## config.mk

```make
export PLATFORM = sky130hd
export DESIGN_NAME = encrypt_pipe_ctrl
export DESIGN_NICKNAME = d
export VERILOG_FILES = /design/src/rtl/encrypt_pkg.sv /design/src/rtl/encrypt_ctrl_credit_cnt.sv /design/src/rtl/encrypt_pipe_ctrl.sv
export SDC_FILE = /design/constraint.sdc
export NUM_CORES = 1
export LEC_CHECK = 0
export ABC_CLOCK_PERIOD_IN_PS = 2700
export BUFFER_PORTS_ARGS = -buffer_cell sky130_fd_sc_hd__buf_2
export CORE_MARGIN = 5
export CORE_UTILIZATION = 30
export CTS_BUF_LIST = sky130_fd_sc_hd__clkbuf_4
export DETAILED_ROUTE_END_ITERATION = 16
export SYNTH_ARGS = -nofsm -noshare
export SYNTH_HDL_FRONTEND = slang
export SYNTH_SLANG_ARGS = --single-unit
```

## constraint.sdc

```tcl
create_clock -name clk -period 2.7 [get_ports clk]
set_input_delay 0.27 -clock clk [delete_from_list [all_inputs] [get_ports clk]]
set_output_delay 0.27 -clock clk [all_outputs]
set_load 0.005 [all_outputs]
```

## src/rtl/encrypt_pkg.sv

```systemverilog
// rtl/encrypt_pkg.sv - shared types and constants for the encrypt pipe controller
// Purpose: controller state encoding, alphabet size, default key width and
//          the width of the outstanding-byte counter.
// Ports:   none (package)
package encrypt_pkg;

  typedef enum logic [1:0] {
    IDLE  = 2'd0,
    RUN   = 2'd1,
    DRAIN = 2'd2,
    DONE  = 2'd3
  } ctrl_state_t;

  localparam int ALPHA_N = 26;
  localparam int KEY_W   = 5;
  // Wide enough for the largest supported credit limit (15).
  localparam int CNT_W   = 4;

endpackage

```

## src/rtl/encrypt_ctrl_credit_cnt.sv

```systemverilog
// rtl/encrypt_ctrl_credit_cnt.sv - up/down count of bytes issued but not yet returned
// Purpose: tracks bytes in flight through the encrypt pipe and flags full/empty/underflow.
// Ports:
//   clk       in   rising-edge clock
//   rst       in   asynchronous active-low reset
//   inc       in   a byte was issued to the pipe head this cycle
//   dec       in   a byte returned at the pipe tail this cycle
//   full      out  count has reached MAX_OUTST
//   empty     out  count is zero
//   underflow out  return seen with nothing outstanding (and no issue alongside)
module encrypt_ctrl_credit_cnt
  import encrypt_pkg::*;
#(
  parameter int MAX_OUTST = 4
) (
  input  logic clk,
  input  logic rst,
  input  logic inc,
  input  logic dec,
  output logic full,
  output logic empty,
  output logic underflow
);

  logic [CNT_W-1:0] count;

  assign empty     = (count == '0);
  assign full      = (count >= CNT_W'(MAX_OUTST));
  assign underflow = dec && !inc && empty;

  // Simultaneous issue and return cancel; a return with nothing in flight
  // leaves the count pinned at zero.
  always_ff @(posedge clk or negedge rst) begin
    if (!rst) begin
      count <= '0;
    end else if (inc && !dec) begin
      count <= count + CNT_W'(1);
    end else if (dec && !inc && !empty) begin
      count <= count - CNT_W'(1);
    end
  end

endmodule

```

## src/rtl/encrypt_pipe_ctrl.sv

```systemverilog
// rtl/encrypt_pipe_ctrl.sv - frame sequencer feeding the encrypt shift pipeline
// Purpose: accepts one frame config, streams cfg_len source bytes into the pipe
//          under a credit limit, holds frame settings stable, and pulses done
//          once every issued byte has come back from the pipe tail.
// Ports:
//   clk, rst                       clock, asynchronous active-low reset
//   cfg_valid/cfg_ready            config handshake
//   cfg_mode/shift_en/key/len      frame settings latched on config accept
//   abort                          ends the current frame early
//   s_valid/s_ready/s_data         source byte stream
//   pipe_en/pipe_din               registered byte strobe and byte to pipe head
//   pipe_mode/shift_en/key         frame settings, stable for the frame
//   pipe_ret                       one pulse per byte leaving the pipe tail
//   busy, done, aborted, err       status (err is sticky until next config)
module encrypt_pipe_ctrl
  import encrypt_pkg::*;
#(
  parameter int LEN_W     = 8,
  parameter int KEY_W     = encrypt_pkg::KEY_W,
  parameter int MAX_OUTST = 4
) (
  input  logic             clk,
  input  logic             rst,
  input  logic             cfg_valid,
  output logic             cfg_ready,
  input  logic             cfg_mode,
  input  logic             cfg_shift_en,
  input  logic [KEY_W-1:0] cfg_key,
  input  logic [LEN_W-1:0] cfg_len,
  input  logic             abort,
  input  logic             s_valid,
  output logic             s_ready,
  input  logic [7:0]       s_data,
  output logic             pipe_en,
  output logic [7:0]       pipe_din,
  output logic             pipe_mode,
  output logic             pipe_shift_en,
  output logic [KEY_W-1:0] pipe_key,
  input  logic             pipe_ret,
  output logic             busy,
  output logic             done,
  output logic             aborted,
  output logic             err
);

  ctrl_state_t      state, state_nxt;
  logic [LEN_W-1:0] remain;
  logic             abort_seen;
  logic             full, empty, underflow;
  logic             cfg_take, issue;

  // Readies depend only on state and counters, never on the valids.
  assign cfg_ready = (state == IDLE);
  assign s_ready   = (state == RUN) && (remain != '0) && !full;
  assign busy      = (state != IDLE);
  assign cfg_take  = cfg_valid && cfg_ready;
  // Abort wins over a same-cycle handshake: that byte is not taken.
  assign issue     = s_valid && s_ready && !abort;

  encrypt_ctrl_credit_cnt #(
    .MAX_OUTST (MAX_OUTST)
  ) u_credit (
    .clk       (clk),
    .rst       (rst),
    .inc       (issue),
    .dec       (pipe_ret),
    .full      (full),
    .empty     (empty),
    .underflow (underflow)
  );

  always_ff @(posedge clk or negedge rst) begin
    if (!rst) begin
      state <= IDLE;
    end else begin
      state <= state_nxt;
    end
  end

  always_comb begin
    state_nxt = state;
    case (state)
      IDLE:    if (cfg_valid) state_nxt = (cfg_len == '0) ? DONE : RUN;
      RUN:     if (abort || (issue && remain == LEN_W'(1))) state_nxt = DRAIN;
      DRAIN:   if (empty) state_nxt = DONE;
      DONE:    state_nxt = IDLE;
      default: state_nxt = IDLE;
    endcase
  end

  always_ff @(posedge clk or negedge rst) begin
    if (!rst) begin
      remain        <= '0;
      abort_seen    <= 1'b0;
      pipe_en       <= 1'b0;
      pipe_din      <= '0;
      pipe_mode     <= 1'b0;
      pipe_shift_en <= 1'b0;
      pipe_key      <= '0;
      done          <= 1'b0;
      aborted       <= 1'b0;
      err           <= 1'b0;
    end else begin
      pipe_en <= issue;
      if (issue) pipe_din <= s_data;

      // done/aborted are registered off DONE, so they pulse as the
      // controller re-enters IDLE.
      done    <= (state == DONE);
      aborted <= (state == DONE) && abort_seen;

      if (cfg_take) begin
        pipe_mode     <= cfg_mode;
        pipe_shift_en <= cfg_shift_en;
        pipe_key      <= cfg_key;
        remain        <= cfg_len;
        abort_seen    <= 1'b0;
      end else if (issue) begin
        remain <= remain - LEN_W'(1);
      end

      if (state == RUN && abort) abort_seen <= 1'b1;

      // A stray return in the accept cycle still counts as an error.
      if (underflow) begin
        err <= 1'b1;
      end else if (cfg_take) begin
        err <= 1'b0;
      end
    end
  end

endmodule

```

==> impl_metrics.json <==
{
  "fin_nets": 250,
  "ys_ff_latch": 34,
  "powerDensity_nw_per_um2": 966,
  "hold_class": "input pin to asynchronous set/reset pin",
  "power_w": 0.00209,
  "clock_latency_ns": 0.33,
  "synth_edf_count": 0,
  "drv_slew": 0,
  "numPortBuffers": 50,
  "swShare": 0.358,
  "io_pins": 51,
  "fin_cells": 284,
  "drc_errors": 0,
  "crit_chain": "or4_4 -> or4_4 -> nand2_8 -> inv_2 -> nand2_2 -> buf_4 -> ha_1 -> a21oi_2 -> nor2b_2 -> mux2i_1 -> xnor2_1",
  "dp_hpwl_um": 2870,
  "totalWireLength_um": 3700,
  "syn_nets": 188,
  "skew_ns": 0.0106,
  "netlist_instances": 149,
  "period_share": 0.964,
  "antenna_found_initial": 0,
  "routedWlPerCell_um": 13.0,
  "ant_nets": 0,
  "setup_viol": 0,
  "p_seq_frac": 0.434,
  "path_class": "register to register",
  "cap_violations": 0,
  "slew_headroom": 0.496,
  "die_area_um2": 7370,
  "status": "complete, but fails checks",
  "cts_made_buffers": 5,
  "clock_path_buffers": 2,
  "peakVddDrop_mv": 0.429,
  "cts_root_buf": "clkbuf_4",
  "synthTopCellsByCount": "34 x dfrtp_1, 15 x mux2_2, 15 x nor2_1",
  "p_sw_w": 0.000749,
  "hold_viol_final": 7,
  "synth_top_cell_area_share": 0.493,
  "synth_flop_cell": "dfrtp_1",
  "max_freq_mhz": 384,
  "drive_gt1_frac": 0.439,
  "cpPeakStageDelay_ns": 0.54,
  "min_period_ns": 2.60,
  "final_core_util": 0.391,
  "placed_cells": 271,
  "ys_seq_area_frac": 0.493,
  "ys_warn_count": 0,
  "grt_pass1_vias": 1400,
  "rsz0062_at_grt": "no",
  "yosys.cell_types.count": 38,
  "syn_area_um2": 1730,
  "diodes": 0,
  "avgViaCountPerCell": 4.59,
  "die_width_um": 85.9,
  "overflow": 0,
  "worst-endpoint-required_ns": 2.92,
  "p_leak_nw": 1.07,
  "place.gp.congestion": 0.771,
  "combPwrFrac": 0.435,
  "drtIter0Drc": 117,
  "crit_arrival_ns": 2.82,
  "violations": "hold timing",
  "cts_max_level": 2,
  "crit_fanout": 3,
  "synthTopCellsByArea": "dfrtp_1 49%, mux2_2 9.8%, ha_1 6.5%",
  "crit_top_cell": "or4_4",
  "hold_ws_ns": -0.00306,
  "yosysTopAreaCell": "dfrtp_1",
  "cts_tree": "done",
  "internal-power_w": 0.00135,
  "fp.dieH_um": 85.9,
  "design.core.area_um2": 5540,
  "tightest_slew_ns": 0.756,
  "pwr-share-clk": 0.131,
  "area_growth_pct": 25.5,
  "dr.pass1.iters": 4,
  "track_usage": 0.111,
  "cts.sinks": 34,
  "initial_core_util": 0.312,
  "vias": 1303,
  "avgSynthCellArea_um2": 11.6,
  "critPathCaptureType": "register",
  "critPathLaunchType": "register",
  "path_clk_slew_ns": 0.10,
  "grt_max_degree": 35,
  "worst_path_max_delay_cell": "or4_4",
  "synth_most_common_cell": "dfrtp_1",
  "rows": 27,
  "async_flop_share": 1.00,
  "grt_pass1_wl_um": 6470
}
==> power groups by stage <==
stage,logic [W],registers (W),clock network [W]
2_1_floorplan,0.000558,0.000916,0
3_3_place_gp,0.000884,0.000912,0
3_5_place_dp,0.000901,0.000922,0
4_1_cts,0.000918,0.000910,0.000293
5_1_grt,0.00103,0.000947,0.000320
6_report,0.000912,0.000908,0.000274
==> placed cells by master, fill, tap and decap left out, drive strengths merged, types with 2 or more instances in the layout <==
cell and instances:
clkinv 2, clkbuf 6, a21oi 9, nand4 4
or4 3, inv 10, and3 3, nor4 3
xnor2 3, nand2 7, ha 9, nor2b 2
mux2 17, dfrtp 34, nor2 15, mux2i 3
xor2 7, buf 60
==> cell families after synthesis <==
kind of cell	after synthesis	synth area share
DFF	34	0.493
AOI/OAI and AO/OA	18	0.0688
muxes	20	0.130
buffers and inverters	15	0.0464
xor gates and xnor gates	10	0.0507
and+or+nand+nor	42	0.134
adders and majority gates	10	0.0768
==> state kept, by name (all words and copies together), names as in the netlist <==
| name | count |
|---|---|
| pipe_din | 8 |
| remain | 8 |
| pipe_key | 5 |
| u_credit.count | 4 |
| state | 2 |
| abort_seen | 1 |
| aborted | 1 |
| done | 1 |
| err | 1 |
| pipe_en | 1 |
| pipe_mode | 1 |
| pipe_shift_en | 1 |
==> layer usage <==
metal  vias to the layer above  track usage  part of all wire
met5                         -            0                 0
met4                         0       0.0345             0.013
met3                         6       0.0423             0.079
met2                        40        0.173              0.46
met1                       617        0.141              0.45
li1                        640            -                 -
==> worst paths after layout <==
path / from / endpoint / slack (ns) / cells after the start
max reg2reg: remain[3]$_DFFE_PN0P_ / u_credit.count[3]$_DFFE_PN0P_ / 0.1 / 11
min in group clk: s_data[1] / pipe_din[1]$_DFFE_PN0P_ / 0.16 / 2
min reg2reg: err$_DFFE_PN0P_ / err$_DFFE_PN0P_ / 0.51 / 2
max: remain[3]$_DFFE_PN0P_ / u_credit.count[3]$_DFFE_PN0P_ / 0.1 / 11
max in group asynchronous: rst / pipe_en$_DFF_PN0_ / 2.21 / 1
min: rst / remain[4]$_DFFE_PN0P_ / -0.003 / 1
==> timing repair <==
item | in CTS | in global routing
gates resized for setup | 0 | 2
hold buffers | 0 | 0
buffers inserted | 4 | 1
setup endpoints to repair | 1 | 2
endpoints found under the hold margin | 0 | 0
cloned | 0 | 0
pin swaps | 2 | 4
==> final cells by class <==
| cell class | instances | area (um^2) |
|---|---|---|
| multi-input combinational | 100 | 810 |
| tap | 72 | 90.1 |
| fill | 565 | 3370 |
| clock buffer | 6 | 45.0 |
| clock inverter | 2 | 8.76 |
| inverter | 10 | 37.5 |
| timing repair buffer | 60 | 325 |
| sequential | 34 | 851 |
==> through the flow <==
step	instance area [um^2]	setup slack, ns	setup TNS (ns)
CTS	2160	0.00678	0
global route	2170	0.00498	0
floorplan	1740	-0.0540	-0.0540
detailed placement	2070	-0.00187	-0.00187
global placement	2070	0.0738	0
finish	2170	0.0980	0
==> worst max-delay path, delay by kind of cell (launching register included) <==
| family | cells | cell delay [ns] |
|---|---|---|
| XOR/XNOR | 1 | 0.14 |
| AND/OR/NAND/NOR | 5 | 1.31 |
| multiplexers | 1 | 0.10 |
| adder cells (fa/ha/maj) | 1 | 0.24 |
| flip-flops | 1 | 0.39 |
| buffers and inverters | 2 | 0.15 |
| AO/OA/AOI/OAI | 1 | 0.16 |
Power figures use the tool's default switching activity.
